`config.mk`:
```
export PLATFORM = sky130hd
export DESIGN_NAME = uart_baud_gen_flat
export DESIGN_NICKNAME = d
export VERILOG_FILES = /design/src/rtl/uart_pkg.sv /design/src/rtl/uart_baud_gen_if.sv /design/src/rtl/brg_prescaler.sv /design/src/rtl/uart_baud_gen.sv /design/src/flat_wrapper.sv
export SDC_FILE = /design/constraint.sdc
export NUM_CORES = 1
export LEC_CHECK = 0
export CORE_MARGIN = 2
export CORE_UTILIZATION = 45
export CTS_CLUSTER_SIZE = 40
export DETAILED_ROUTE_END_ITERATION = 8
export DONT_BUFFER_PORTS = 1
export GPL_ROUTABILITY_DRIVEN = 0
export GPL_TIMING_DRIVEN = 0
export PLACE_DENSITY = 0.61
export RECOVER_POWER = 50
export SLEW_MARGIN = 20
export SYNTH_ARGS = -nofsm -noshare
export SYNTH_HDL_FRONTEND = slang
export SYNTH_SLANG_ARGS = --single-unit
```
`constraint.sdc`:
```
create_clock -name clk -period 6.67 [get_ports clk]
set_input_delay 2.001 -clock clk [delete_from_list [all_inputs] [get_ports clk]]
set_output_delay 2.001 -clock clk [all_outputs]
set_load 0.05 [all_outputs]
```
`src/rtl/uart_pkg.sv`:
```
// Shared constants and helpers for the UART baud-rate generator.
package uart_pkg;

    localparam int BRG_MIN_DIV      = 2;
    localparam int BRG_DEFAULT_INT  = 325;
    localparam int BRG_DEFAULT_FRAC = 8;

    function automatic int clog2(input int value);
        int r;
        r = 0;
        while ((1 << r) < value) begin
            r++;
        end
        return r;
    endfunction

endpackage

```
`src/rtl/uart_baud_gen_if.sv`:
```
// Control and tick bundle between the UART shifters (master) and the baud generator (slave).
interface uart_baud_gen_if
    import uart_pkg::*;
#(
    parameter int CNT_WIDTH  = 16,
    parameter int FRAC_BITS  = 4,
    parameter int OVERSAMPLE = 16
);
    localparam int SW = clog2(OVERSAMPLE);

    logic [CNT_WIDTH-1:0] div_int;
    logic [FRAC_BITS-1:0] div_frac;
    logic                 div_load;
    logic                 enable;
    logic                 rx_restart;
    logic                 rx_tick;
    logic                 rx_mid;
    logic [SW-1:0]        rx_sample;
    logic                 tx_tick;

    modport master (
        output div_int, div_frac, div_load, enable, rx_restart,
        input  rx_tick, rx_mid, rx_sample, tx_tick
    );

    modport slave (
        input  div_int, div_frac, div_load, enable, rx_restart,
        output rx_tick, rx_mid, rx_sample, tx_tick
    );

endinterface

```
`src/rtl/brg_prescaler.sv`:
```
// Fractional-N prescaler: down-counter plus phase accumulator emitting one-cycle ticks
// with an average period of div_int + div_frac/2^FRAC_BITS cycles.
module brg_prescaler #(
    parameter int                   CNT_WIDTH = 16,
    parameter int                   FRAC_BITS = 4,
    parameter logic [CNT_WIDTH-1:0] RESET_CNT = '0
) (
    input  logic                 clk,
    input  logic                 reset,
    input  logic                 enable,
    input  logic                 restart,
    input  logic [CNT_WIDTH-1:0] div_int,
    input  logic [FRAC_BITS-1:0] div_frac,
    output logic                 tick
);

    logic [CNT_WIDTH-1:0] cnt_q, cnt_d;
    logic [FRAC_BITS-1:0] acc_q, acc_d;
    logic [FRAC_BITS:0]   accSum;

    // A restart landing on the terminal count swallows that tick.
    assign tick = enable && (cnt_q == '0) && !restart && !reset;

    always_comb begin
        cnt_d  = cnt_q;
        acc_d  = acc_q;
        accSum = {1'b0, acc_q} + {1'b0, div_frac};
        if (restart) begin
            cnt_d = div_int - 1'b1;
            acc_d = '0;
        end else if (enable) begin
            if (cnt_q == '0) begin
                acc_d = accSum[FRAC_BITS-1:0];
                cnt_d = accSum[FRAC_BITS] ? div_int : div_int - 1'b1;
            end else begin
                cnt_d = cnt_q - 1'b1;
            end
        end
    end

    always_ff @(posedge clk) begin
        if (reset) begin
            cnt_q <= RESET_CNT;
            acc_q <= '0;
        end else begin
            cnt_q <= cnt_d;
            acc_q <= acc_d;
        end
    end

endmodule

```
`src/rtl/uart_baud_gen.sv`:
```
// Programmable UART baud tick generator: rx oversample/mid-bit ticks and tx bit ticks
// derived from two fractional prescalers sharing one divisor.
module uart_baud_gen
    import uart_pkg::*;
#(
    parameter int CNT_WIDTH    = 16,
    parameter int FRAC_BITS    = 4,
    parameter int OVERSAMPLE   = 16,
    parameter int DEFAULT_INT  = BRG_DEFAULT_INT,
    parameter int DEFAULT_FRAC = BRG_DEFAULT_FRAC
) (
    input logic            clk,
    input logic            reset,
    uart_baud_gen_if.slave bus
);

    localparam int SW = clog2(OVERSAMPLE);
    localparam logic [CNT_WIDTH-1:0] DEF_INT  = CNT_WIDTH'(DEFAULT_INT);
    localparam logic [FRAC_BITS-1:0] DEF_FRAC = FRAC_BITS'(DEFAULT_FRAC);
    localparam logic [CNT_WIDTH-1:0] MIN_DIV  = CNT_WIDTH'(BRG_MIN_DIV);
    localparam logic [SW-1:0]        MID_IDX  = SW'(OVERSAMPLE / 2 - 1);
    localparam logic [SW-1:0]        LAST_IDX = SW'(OVERSAMPLE - 1);

    logic [CNT_WIDTH-1:0] divInt_q, divInt_d, loadInt, effInt;
    logic [FRAC_BITS-1:0] divFrac_q, divFrac_d, effFrac;
    logic [SW-1:0]        rxSample_q, rxSample_d;
    logic [SW-1:0]        txCount_q, txCount_d;
    logic                 rxPreTick, txPreTick;

    // During a load the prescalers must already see the new divisor to reload N-1.
    always_comb begin
        loadInt   = (bus.div_int < MIN_DIV) ? MIN_DIV : bus.div_int;
        divInt_d  = bus.div_load ? loadInt : divInt_q;
        divFrac_d = bus.div_load ? bus.div_frac : divFrac_q;
        effInt    = divInt_d;
        effFrac   = divFrac_d;
    end

    brg_prescaler #(
        .CNT_WIDTH (CNT_WIDTH),
        .FRAC_BITS (FRAC_BITS),
        .RESET_CNT (DEF_INT - 1'b1)
    ) u_rx_prescaler (
        .clk      (clk),
        .reset    (reset),
        .enable   (bus.enable),
        .restart  (bus.div_load | bus.rx_restart),
        .div_int  (effInt),
        .div_frac (effFrac),
        .tick     (rxPreTick)
    );

    brg_prescaler #(
        .CNT_WIDTH (CNT_WIDTH),
        .FRAC_BITS (FRAC_BITS),
        .RESET_CNT (DEF_INT - 1'b1)
    ) u_tx_prescaler (
        .clk      (clk),
        .reset    (reset),
        .enable   (bus.enable),
        .restart  (bus.div_load),
        .div_int  (effInt),
        .div_frac (effFrac),
        .tick     (txPreTick)
    );

    always_comb begin
        rxSample_d = rxSample_q;
        txCount_d  = txCount_q;
        if (bus.div_load) begin
            rxSample_d = '0;
            txCount_d  = '0;
        end else begin
            if (bus.rx_restart) begin
                rxSample_d = '0;
            end else if (rxPreTick) begin
                rxSample_d = rxSample_q + 1'b1;
            end
            if (txPreTick) begin
                txCount_d = txCount_q + 1'b1;
            end
        end
    end

    always_ff @(posedge clk) begin
        if (reset) begin
            divInt_q   <= DEF_INT;
            divFrac_q  <= DEF_FRAC;
            rxSample_q <= '0;
            txCount_q  <= '0;
        end else begin
            divInt_q   <= divInt_d;
            divFrac_q  <= divFrac_d;
            rxSample_q <= rxSample_d;
            txCount_q  <= txCount_d;
        end
    end

    assign bus.rx_tick   = rxPreTick;
    assign bus.rx_mid    = rxPreTick && (rxSample_q == MID_IDX);
    assign bus.rx_sample = rxSample_q;
    assign bus.tx_tick   = txPreTick && (txCount_q == LAST_IDX);

endmodule

```
`src/flat_wrapper.sv`:
```
// flat-port wrapper written by rule: the top's interface ports become plain ports
module uart_baud_gen_flat import uart_pkg::*;
#(
    parameter int CNT_WIDTH    = 16,
    parameter int FRAC_BITS    = 4,
    parameter int OVERSAMPLE   = 16,
    parameter int DEFAULT_INT  = BRG_DEFAULT_INT,
    parameter int DEFAULT_FRAC = BRG_DEFAULT_FRAC
)
  (clk, reset, bus_div_int, bus_div_frac, bus_div_load, bus_enable, bus_rx_restart, bus_rx_tick, bus_rx_mid, bus_rx_sample, bus_tx_tick);
  uart_baud_gen_if #(.CNT_WIDTH(CNT_WIDTH), .FRAC_BITS(FRAC_BITS), .OVERSAMPLE(OVERSAMPLE)) bus_i ();
  input logic clk;
  input logic reset;
  input wire logic [$bits(bus_i.div_int)-1:0] bus_div_int;
  input wire logic [$bits(bus_i.div_frac)-1:0] bus_div_frac;
  input wire logic [$bits(bus_i.div_load)-1:0] bus_div_load;
  input wire logic [$bits(bus_i.enable)-1:0] bus_enable;
  input wire logic [$bits(bus_i.rx_restart)-1:0] bus_rx_restart;
  output wire logic [$bits(bus_i.rx_tick)-1:0] bus_rx_tick;
  output wire logic [$bits(bus_i.rx_mid)-1:0] bus_rx_mid;
  output wire logic [$bits(bus_i.rx_sample)-1:0] bus_rx_sample;
  output wire logic [$bits(bus_i.tx_tick)-1:0] bus_tx_tick;
  assign bus_i.div_int = bus_div_int;
  assign bus_i.div_frac = bus_div_frac;
  assign bus_i.div_load = bus_div_load;
  assign bus_i.enable = bus_enable;
  assign bus_i.rx_restart = bus_rx_restart;
  assign bus_rx_tick = bus_i.rx_tick;
  assign bus_rx_mid = bus_i.rx_mid;
  assign bus_rx_sample = bus_i.rx_sample;
  assign bus_tx_tick = bus_i.tx_tick;
  uart_baud_gen #(.CNT_WIDTH(CNT_WIDTH), .FRAC_BITS(FRAC_BITS), .OVERSAMPLE(OVERSAMPLE), .DEFAULT_INT(DEFAULT_INT), .DEFAULT_FRAC(DEFAULT_FRAC)) u_core (.clk(clk), .reset(reset), .bus(bus_i));
endmodule
```
======== Word-level counts from Yosys, hierarchy flattened ========
Cells that the tools add are included.
operators by class
  add/sub/neg operators ................... 7
  magnitude comparators ................... 1
  equal/unequal tests ..................... 2
  mux-type cells .......................... 11
  bitwise operators ....................... 1
  reduce and logical (&&, ||, !) cells .... 20
operator list
  kind                                                         count
  2-to-1 mux 16 bit                                            10
  subtractor 16 x 1 -> 16 bit, second input constant           3
  zero test 16 bit                                             2
  less-than comparator 16 x 2 -> 1 bit, second input constant  1
  adder 4 x 4 -> 5 bit                                         2
  adder 4 x 1 -> 4 bit, second input constant                  2
  logical AND 1 bit                                            8
  == test 4 x 3 -> 1 bit, second input constant                1
  == test 4 bit, second input constant                         1
  2-to-1 mux 4 bit                                             1
  AND reduction 2 bit                                          2
  nonzero test 2 bit                                           2
  OR reduction 2 bit                                           2
  zero test 1 bit                                              3
  OR reduction 3 bit                                           1
  bitwise OR 1 bit                                             1
word-level totals
  register bits after elaboration ......... 68
  input bits .............................. 25
  output and inout bits ................... 7
  word-level logic and storage cells ...... 50

======== Depth between registers and ports, before layout ========
  word-level depth ........................ 8
  mapped depth ............................ 16

======== By module ========
Synthesis repeated with hierarchy kept, for this count alone.
unflattened totals
  cells, all modules ...................... 626
  area, all modules ....................... 5307.6 sq um
modules (own cells, without submodules)
  module                                 instances  cells an instance  area each (sq um)
  brg_prescaler (u_core.u_rx_prescaler)  1          259                2045.7
  brg_prescaler (u_core.u_tx_prescaler)  1          260                2044.5
  uart_baud_gen                          1          107                1217.4

======== Worst setup path before layout ========
Ideal clock, no wire load.
  path kind ............................... input -> output
  start ................................... in bus_div_load
  end ..................................... out bus_rx_mid
  arrival time ............................ 4676 ps
  data required time ...................... 4669 ps
  slack ................................... -7 ps
  stages on the path ...................... 7
  buffers on the path ..................... 5
  cell sequence ........................... buf_6 -> buf_6 -> buf_2 -> buf_2 -> or3_1 -> clkbuf_1 -> nor4_1
on the way
  word-level cells in the longest chain between the ends .. 5
ends and longest elaborated chain
  item                            line                  source
  start, declared                 flat_wrapper.sv:16    input wire logic [$bits(bus_i.div_load)-1:0] bus_div_load;
  bitwise OR 1 bit                uart_baud_gen.sv:47   .restart (bus.div_load | bus.rx_restart),
  zero test 1 bit                 brg_prescaler.sv:22   assign tick = enable && (cnt_q == '0) && !restart && !reset;
  logical AND 1 bit (2 in a row)  brg_prescaler.sv:22
  logical AND 1 bit               uart_baud_gen.sv:100  assign bus.rx_mid = rxPreTick && (rxSample_q == MID_IDX);
  end, declared                   flat_wrapper.sv:20    output wire logic [$bits(bus_i.rx_mid)-1:0] bus_rx_mid;
No other way between the ends.

======== Worst setup path in the final report ========
  start ................................... in bus_div_load
  end ..................................... reg u_core.u_tx_prescaler.cnt_q[7]
on the way
  word-level cells in the longest chain between the ends .. 6
  elaborated cells between the ends (all ways) .. 9
ends and longest elaborated chain
  item                     line                 source
  2-to-1 mux 4 bit         uart_baud_gen.sv:34  divFrac_d = bus.div_load ? bus.div_frac : divFrac_q;
  via u_core.divFrac_d[0]  uart_baud_gen.sv:25  logic [FRAC_BITS-1:0] divFrac_q, divFrac_d, effFrac;
  adder 4 x 4 -> 5 bit     brg_prescaler.sv:27  accSum = {1'b0, acc_q} + {1'b0, div_frac};
  2-to-1 mux 16 bit        brg_prescaler.sv:34  cnt_d = accSum[FRAC_BITS] ? div_int : div_int - 1'b1;
  2-to-1 mux 16 bit        brg_prescaler.sv:32  if (cnt_q == '0) begin
  2-to-1 mux 16 bit        brg_prescaler.sv:31  end else if (enable) begin
  2-to-1 mux 16 bit        brg_prescaler.sv:28  if (restart) begin
  end signal, assigned     brg_prescaler.sv:46  cnt_q <= cnt_d;
  end, declared            brg_prescaler.sv:17  logic [CNT_WIDTH-1:0] cnt_q, cnt_d;
The timed path passes the listed nets, and every way through them passes these cells. The select of a mux whose other input is x is not followed.
A chain may end at the register's enable or synchronous reset.

==> metrics.txt <==
run status completed; area grow syn2layout 9.158%; Unique masters post-synth 77; crit start category input pin; Synth Instances 642; CP Launch Point bus_div_load; FP Rows 38; largest cells by area after synthesis dfxtp_1, nor2_1, xnor2_1; Horiz. Die Dim 110.3 um; Async SR Flop Fraction 0%; Cell Area, Placed 5264 um^2; crit path cell chain buf_6 > buf_6 > clkbuf_1 > clkbuf_1 > clkbuf_1 > mux2_1 > ha_1 > inv_1 > fa_1 > nor2b_1 > o21a_1 > or2_2 > clkbuf_1 > nor4_1 > xor2_1 > a221oi_1; number of antenna violations at the first check in global routing 0; Slew Limit Fails 0; setup TNS 0 ps; Post-Route WL 18.12 mm; Synth Register Bits 68; R2R Path Start u_core.divFrac_q[0]; Fin Hold WS 456.6 ps; clk sinks 68; cell mode on critical path clkbuf_1; DRC viols 0; hold depth 2; core area 10,940 um^2; Post-CTS Setup Bufs 0; Design Area, Final 5548 um^2; Final #Nets 695; 1st-iter DRT viols 693; Worst EP arrival 6530 ps; share of cells above drive strength 1 8.841%; Worst R2R Path Depth 11; die area 12,160 um^2; Clk pin slew, worst setup/hold paths 50 ps; starting density of the core 46.48%; DR vias 5,395; skew final 10.99 ps; CTS tree yes; Pwr Density 206.9 nW/um^2; CTS max path bufs 2; Global Route Usage Sum 31.32%; final hold violation count 0; setup ws final 364.1 ps; I/O pins 32; Required @ worst endpoint 6890 ps; Final min period 6306 ps; MaxCap Viol Count 0; WL/cell 22.76 um; post-route ant nets 0; Slew HR 33.58%; Setup violations, final 0; hold crit path type reg -> reg; CP endpoint kind flip-flop; RSZ-0062 raised after global routing false; vias in the first global route 5,074; final period utilization 94.54%; hpwl dp 13.44 mm; first-pass GRT wire length 28.08 mm; Achievable Freq 158.6 MHz; CTS buffer count 9; Avg Synthesized Cell Area 7.916 um^2; drt first pass iters 5; Ys Warns 0; critical-path maximum fanout 10; commonest non-fill, non-tap cell in the layout nor2_1; H-tree levels 3; Worst Setup Slack post-DPL 216.2 ps; synthesized area 5082 um^2; number of synthesized flops with an enable pin 0; Most used DFF post-synth dfxtp_1; post-route insts no fill 796; vias per cell 6.778; Slew @ Worst Pin 983.7 ps; Setup CP Type in -> reg; syn nets 684; Clock Latency Late Sink 350 ps; largest stage delay on the critical path 520 ps; Clock Tree Root clkbuf_16; worst IR drop on VDD 156.8 uV; post-synthesis sequential area ratio 26.78%; Die Ht 110.3 um; largest net degree at the start of global routing 11; Yosys top cell by area dfxtp_1; GRT overflow 0; diode count 0; most frequent cells in the layout nor2_1, dfxtp_1, nand2_1; Yosys top cell area share 26.78%; PortBufs 0; Worst path slowest cell clkbuf_1; placed insts 782; Hold Path Origin u_core.u_rx_prescaler.acc_q[3]; Lkg Pwr 1.915 nW
==> path summary, 6_finish.rpt <==
path / endpoint / slack (ps)
worst max-delay path: u_core.u_tx_prescaler.cnt_q[7] / 360
worst min-delay path: u_core.u_rx_prescaler.acc_q[3] / 460
worst max register to register: u_core.u_tx_prescaler.cnt_q[7] / 3610
worst min register to register: u_core.u_rx_prescaler.acc_q[3] / 460
==> registers in the layout, summed over array words and instances, names as in the netlist <==
| signal | cells |
|---|---|
| u_core.u_rx_prescaler.cnt_q | 16 |
| u_core.u_tx_prescaler.acc_q | 4 |
| u_core.u_rx_prescaler.acc_q | 4 |
| u_core.u_tx_prescaler.cnt_q | 16 |
| u_core.bus.rx_sample | 4 |
| u_core.divInt_q | 16 |
| u_core.divFrac_q | 4 |
| u_core.txCount_q | 4 |
==> worst max-delay path: cells and delay by family <==
| kind | cells | cell delay (ps) |
|---|---|---|
| and+or+nand+nor | 3 | 770 |
| adders and majority gates | 2 | 400 |
| AOI/OAI and AO/OA | 2 | 730 |
| muxes | 1 | 430 |
| buffers and inverters | 7 | 2070 |
| xor gates and xnor gates | 1 | 120 |
==> kinds of logic after synthesis <==
| group | after synthesis | share of synthesized area, % |
|---|---|---|
| AO/OA/AOI/OAI | 165 | 22.45 |
| XOR/XNOR | 39 | 6.721 |
| adder cells (fa/ha/maj) | 17 | 4.481 |
| buffers and inverters | 54 | 4.604 |
| flip-flops | 68 | 26.78 |
| multiplexers | 29 | 6.228 |
| AND/OR/NAND/NOR | 270 | 28.73 |
==> per-stage QoR <==
stage                     total power, mW  util, %
after floorplan                    0.6206        -
after global placement             0.6822    48.14
after detailed placement           0.6858    48.14
after CTS                           1.140    50.66
after global routing                1.183    50.73
final                               1.148    50.73
==> synthesized netlist by cell type (11+ instances only) <==
| master | instances |
|---|---|
| a21oi_1 | 34 |
| clkbuf_1 | 25 |
| dfxtp_1 | 68 |
| ha_1 | 15 |
| inv_1 | 14 |
| mux2i_1 | 19 |
| nand2_1 | 40 |
| nand2b_1 | 12 |
| nand3_1 | 23 |
| nor2_1 | 83 |
| nor2b_1 | 11 |
| nor3_1 | 24 |
| nor4_1 | 12 |
| o21ai_0 | 27 |
| xnor2_1 | 22 |
| xor2_1 | 17 |
==> routing by layer <==
metal | wire length, um | share of wire [%] | track usage, %
met5 | 0 | 0 | 0
met4 | 1039 | 5.7 | 20.98
met3 | 1934 | 11 | 7.878
met1 | 7228 | 40 | 40.22
met2 | 7915 | 44 | 46.19
==> layout make-up <==
class	count	area (um^2)
clock buffers	12	266.5
fillers	1087	5388
flip-flops and latches	68	1361
multi-input cells	520	3505
inverters	14	52.55
clock inverters	2	10.01
plain buffers	40	177.7
well taps	140	175.2
==> timing repair <==
action,in CTS,in global routing
resized for setup,0,1
hold buffers,0,0
setup endpoints to repair,0,1
==> where the power goes <==
part,switching [mW],total [mW],internal [mW]
registers,0.0291,0.459,0.430
clock network,0.184,0.461,0.276
logic,0.143,0.228,0.0852
total,0.356,1.15,0.792
No activity file was read; power rests on OpenSTA's default activity.
==> patch 1: new RTL, same flow settings <==
`CNT_WIDTH` is set to 16 in 4 places; all go to 24.
--- a/src/rtl/uart_baud_gen_if.sv
+++ b/src/rtl/uart_baud_gen_if.sv
@@ -3,5 +3,5 @@
     import uart_pkg::*;
 #(
-    parameter int CNT_WIDTH  = 16,
+    parameter int CNT_WIDTH  = 24,
     parameter int FRAC_BITS  = 4,
     parameter int OVERSAMPLE = 16
--- a/src/rtl/brg_prescaler.sv
+++ b/src/rtl/brg_prescaler.sv
@@ -2,5 +2,5 @@
 // with an average period of div_int + div_frac/2^FRAC_BITS cycles.
 module brg_prescaler #(
-    parameter int                   CNT_WIDTH = 16,
+    parameter int                   CNT_WIDTH = 24,
     parameter int                   FRAC_BITS = 4,
     parameter logic [CNT_WIDTH-1:0] RESET_CNT = '0
--- a/src/rtl/uart_baud_gen.sv
+++ b/src/rtl/uart_baud_gen.sv
@@ -4,5 +4,5 @@
     import uart_pkg::*;
 #(
-    parameter int CNT_WIDTH    = 16,
+    parameter int CNT_WIDTH    = 24,
     parameter int FRAC_BITS    = 4,
     parameter int OVERSAMPLE   = 16,
--- a/src/flat_wrapper.sv
+++ b/src/flat_wrapper.sv
@@ -2,5 +2,5 @@
 module uart_baud_gen_flat import uart_pkg::*;
 #(
-    parameter int CNT_WIDTH    = 16,
+    parameter int CNT_WIDTH    = 24,
     parameter int FRAC_BITS    = 4,
     parameter int OVERSAMPLE   = 16,
Ports: changed (resized bus_div_int); port bits go from 32 to 40. The function was not compared with the original's and may differ.
==> patch 1 against the unedited design <==
Largest power group is now registers; via count is 26% higher; global-route usage is 2.4 points lower; utilization is 0.51 points lower; highest routed layer unchanged; synthesized area is 28% higher; sequential cell count is 24 higher; design area is 27% higher; wire length is 27% higher; total power is 22% higher; setup slack worse by 0.27 ns.
==> patch 1: results <==
drt:
  viasPerCell: 6.458
  drt-initial-drc-count: 737
  post_drt_wl_per_cell_um: 21.97
  drt_first_pass_iters: 6
sta:
  skew_ns: 0.01333
  tightestPinTransition_ns: 0.9495
status:
  status: "complete, no violations"
synth:
  yosysUniqueCellTypes: 74
  post_synth_inst_count: 857
  ys_top_cells_by_count: "112 x sky130_fd_sc_hd__nor2_1, 92 x sky130_fd_sc_hd__dfxtp_1, 69 x sky130_fd_sc_hd__a21oi_1, 65 x sky130_fd_sc_hd__nand2_1, 45 x sky130_fd_sc_hd__o21ai_0"
  syn-num-nets: 907
  seq_area_frac_synth_pct: 28.24
  ys_top_cells_by_area: "sky130_fd_sc_hd__dfxtp_1 28%, sky130_fd_sc_hd__nor2_1 6.4%, sky130_fd_sc_hd__a21oi_1 5.3%"
layout:
  number_of_nets_in_the_final_layout: 915
  biggestRegsByFlops: "u_core.divInt_q: 24 flops, u_core.u_rx_prescaler.cnt_q: 24 flops, u_core.u_tx_prescaler.cnt_q: 24 flops"
  drive_above_1_share_pct: 7.931
  fillerInstances: 1373
worst_setup_path:
  last_element_of_the_critical_path: "bus_rx_mid"
  rr_startpoint: "u_core.divInt_q[1]"
  reg2reg_setup_slack_ns: 3.27
  regToRegEndpoint: "u_core.u_tx_prescaler.cnt_q[16]"
  worst-endpoint-arrival_ns: 4.57
  highest_cell_delay_on_the_worst_timing_path_ns: 0.63
power:
  p_leak_nw: 2.520
  max-vdd-ir-drop_mv: 0.1387
global_routing:
  grt_start_max_net_pins: 16
  grt.total_usage_pct: 28.97
place:
  dp_cells: 1037
  dp.final_hpwl_mm: 17.53
==> patch 1: layout make-up <==
| class | instances | area, µm² | area share [%] |
|---|---|---|---|
| Clock inverter | 5 | 36.28 | 0.5145 |
| Sequential cell | 92 | 1842 | 26.11 |
| Multi-Input combinational cell | 692 | 4412 | 62.55 |
| Clock buffer | 11 | 242.7 | 3.442 |
| Tap cell | 180 | 225.2 | 3.193 |
| Buffer | 49 | 216.5 | 3.069 |
| Inverter | 21 | 78.83 | 1.118 |
==> patch 1: timing repair <==
item / in CTS / in global routing
pin swaps: 0 / 1
gates resized for setup: 3 / 5
cloned: 0 / 0
endpoints found under the hold margin: 0 / 0
setup endpoints to repair: 3 / 25
==> patch 1: kinds of logic after synthesis <==
group | synth area share (%)
AND/OR/NAND/NOR | 26.64
multiplexers | 5.870
AO/OA/AOI/OAI | 23.42
XOR/XNOR | 7.654
adder cells (fa/ha/maj) | 3.491
buffers and inverters | 4.681
flip-flops | 28.24
==> patch 1: worst min-delay path by stage <==
stage,startpoint,end,slack [ns],cells past startpoint
2_1_floorplan,u_core.u_tx_prescaler.acc_q[3],u_core.u_tx_prescaler.acc_q[3],0.44,2
3_3_place_gp,u_core.u_tx_prescaler.acc_q[3],u_core.u_tx_prescaler.acc_q[3],0.45,2
3_5_place_dp,u_core.u_tx_prescaler.acc_q[2],u_core.u_tx_prescaler.acc_q[2],0.46,2
4_1_cts,u_core.u_tx_prescaler.acc_q[2],u_core.u_tx_prescaler.acc_q[2],0.47,2
5_1_grt,u_core.u_tx_prescaler.acc_q[3],u_core.u_tx_prescaler.acc_q[3],0.50,2
6_report,u_core.u_tx_prescaler.acc_q[2],u_core.u_tx_prescaler.acc_q[2],0.47,2
==> patch 1: report_power, final <==
group / internal [mW] / total, mW / switching, mW
logic: 0.103 / 0.280 / 0.177
registers: 0.584 / 0.622 / 0.0375
clock network: 0.264 / 0.500 / 0.237
total: 0.952 / 1.40 / 0.451
==> patch 1: layer usage <==
layer	global-route usage, %	wire, µm	vias to the layer above
met3	4.983	1991	73
met4	16.92	1083	0
met2	43.62	9909	385
met1	38.93	10090	3183
li1	-	-	3140
met5	0	0	-
==> patch 1: worst min-delay path: cells and delay by family, from the launching register on <==
family	cells	cell delay [ns]
AO/OA/AOI/OAI	1	0.05
flip-flops	1	0.31
AND/OR/NAND/NOR	1	0.05
==> patch 1: stage by stage <==
step                setup slack (ns)  utilization (%)  instance area (µm²)  hold WS (ns)
floorplan                    0.04240                -                 6529        0.4362
global placement             -0.4424            48.10                 6754        0.4470
detailed placement           -0.2737            48.13                 6759        0.4574
CTS                          0.01500            50.25                 7056        0.4669
global route             -0.00002309            50.23                 7053        0.4986
finish                       0.09689            50.23                 7053        0.4659
==> patch 2: new RTL, config.mk and constraints unchanged <==
Made on the original files. Make the reset (`reset`) asynchronous in 2 clocked blocks.
--- a/src/rtl/brg_prescaler.sv
+++ b/src/rtl/brg_prescaler.sv
@@ -39,5 +39,5 @@
     end
 
-    always_ff @(posedge clk) begin
+    always_ff @(posedge clk or posedge reset) begin
         if (reset) begin
             cnt_q <= RESET_CNT;
--- a/src/rtl/uart_baud_gen.sv
+++ b/src/rtl/uart_baud_gen.sv
@@ -83,5 +83,5 @@
     end
 
-    always_ff @(posedge clk) begin
+    always_ff @(posedge clk or posedge reset) begin
         if (reset) begin
             divInt_q   <= DEF_INT;
Formal check against the unedited RTL: differs if reset is asserted again (counterexample within 4 cycles, from zero or initial values and one cycle with reset high); with reset held inactive, the same outputs for 4 cycles.
==> patch 2 against the unedited design <==
Wire length fell by 14%; the flow now finishes with violations (max-capacitance violations, max-slew violations); register-to-register slack barely moved; synthesized area fell by 3.3%; first-iteration DRC count fell by 21%; design area fell by 3.8%; total power rose by 0.76%; setup slack got worse by 0.13 ns; critical path type is now in -> out; sequential cell count did not move.
==> patch 2: results <==
sta:
  skew_ns: 0.01173
  timing.final.max_slew_violations: 32
  tightestPinTransition_ns: 1.777
global_routing:
  met3_usage_pct: 5.847
  grtUsageMet1_pct: 39.43
  groute.layer.met2.usage_pct: 42.01
  grt.total_usage_pct: 27.95
  grt_pass1_vias: 4369
  grt_first_pass_wirelength_mm: 24.52
synth:
  syn-num-nets: 607
  ys_top_cells_by_area: "sky130_fd_sc_hd__dfrtp_1 29%, sky130_fd_sc_hd__dfstp_2 5.9%, sky130_fd_sc_hd__a21oi_1 4.7%"
place:
  post-place-ws_ns: -0.2997
  dp_cells: 707
  dp.final_hpwl_mm: 11.68
cts:
  clk_pin_slew_ns: 0.07
  ctsRootBufferMaster: "sky130_fd_sc_hd__clkbuf_8"
status:
  status: "finished with violations"
  violations: "max-capacitance violations, max-slew violations"
power:
  cell_internal_pwr_mw: 0.7774
  p_leak_nw: 2.061
layout:
  number_of_nets_in_the_final_layout: 620
  drive_above_1_share_pct: 8.919
worst_setup_path:
  worst-endpoint-arrival_ns: 4.44
drt:
  drt-initial-drc-count: 548
  detailroute.via_count: 4688
  met1_routed_wirelength_after_detailed_routing_mm: 6.379
run:
  maxCapViolCount: 1
==> patch 2: cell families (layout without fill, tap and decap cells) <==
group                    count (synthesis)  count (layout)  synth area share (%)
AND/OR/NAND/NOR                        202             202                 22.01
AO/OA/AOI/OAI                          161             161                 21.70
flip-flops                              68              68                 34.92
buffers and inverters                   52              70                 4.203
XOR/XNOR                                39              39                 6.954
multiplexers                            26              26                 5.578
adder cells (fa/ha/maj)                 17              17                 4.636
==> patch 2: layout make-up <==
type	instances	area (µm²)
clock buffers	12	145.1
clock inverters	4	72.57
flip-flops and latches	68	1715
plain buffers	30	122.6
repair buffers	2	7.507
fillers	1045	5408
multi-input cells	445	3015
well taps	140	175.2
inverters	22	83.83
==> patch 2: through the flow <==
step           power, mW  utilization [%]  hold WS [ns]  instance area (µm²)
2_1_floorplan     0.6878                -        0.4897                 4921
4_1_cts            1.159            49.93        0.5324                 5365
3_5_place_dp      0.7669            47.85        0.5215                 5141
3_3_place_gp      0.7583            47.43        0.5126                 5096
5_1_grt            1.213            49.67        0.5537                 5338
6_report           1.157            49.67        0.5296                 5338
==> patch 2: final timing paths <==
path	startpoint	to	slack (ns)	cells after the start
hold / removal	u_core.u_tx_prescaler.acc_q[0]	u_core.u_tx_prescaler.acc_q[0]	0.53	2
max in group asynchronous	reset	u_core.u_tx_prescaler.cnt_q[12]	3.13	2
hold reg to reg	u_core.u_tx_prescaler.acc_q[0]	u_core.u_tx_prescaler.acc_q[0]	0.53	2
setup reg to reg	u_core.divFrac_q[0]	u_core.u_tx_prescaler.cnt_q[12]	3.62	8
min in group asynchronous	reset	u_core.u_tx_prescaler.acc_q[1]	1.54	1
setup / recovery	bus_div_load	bus_rx_mid	0.23	6
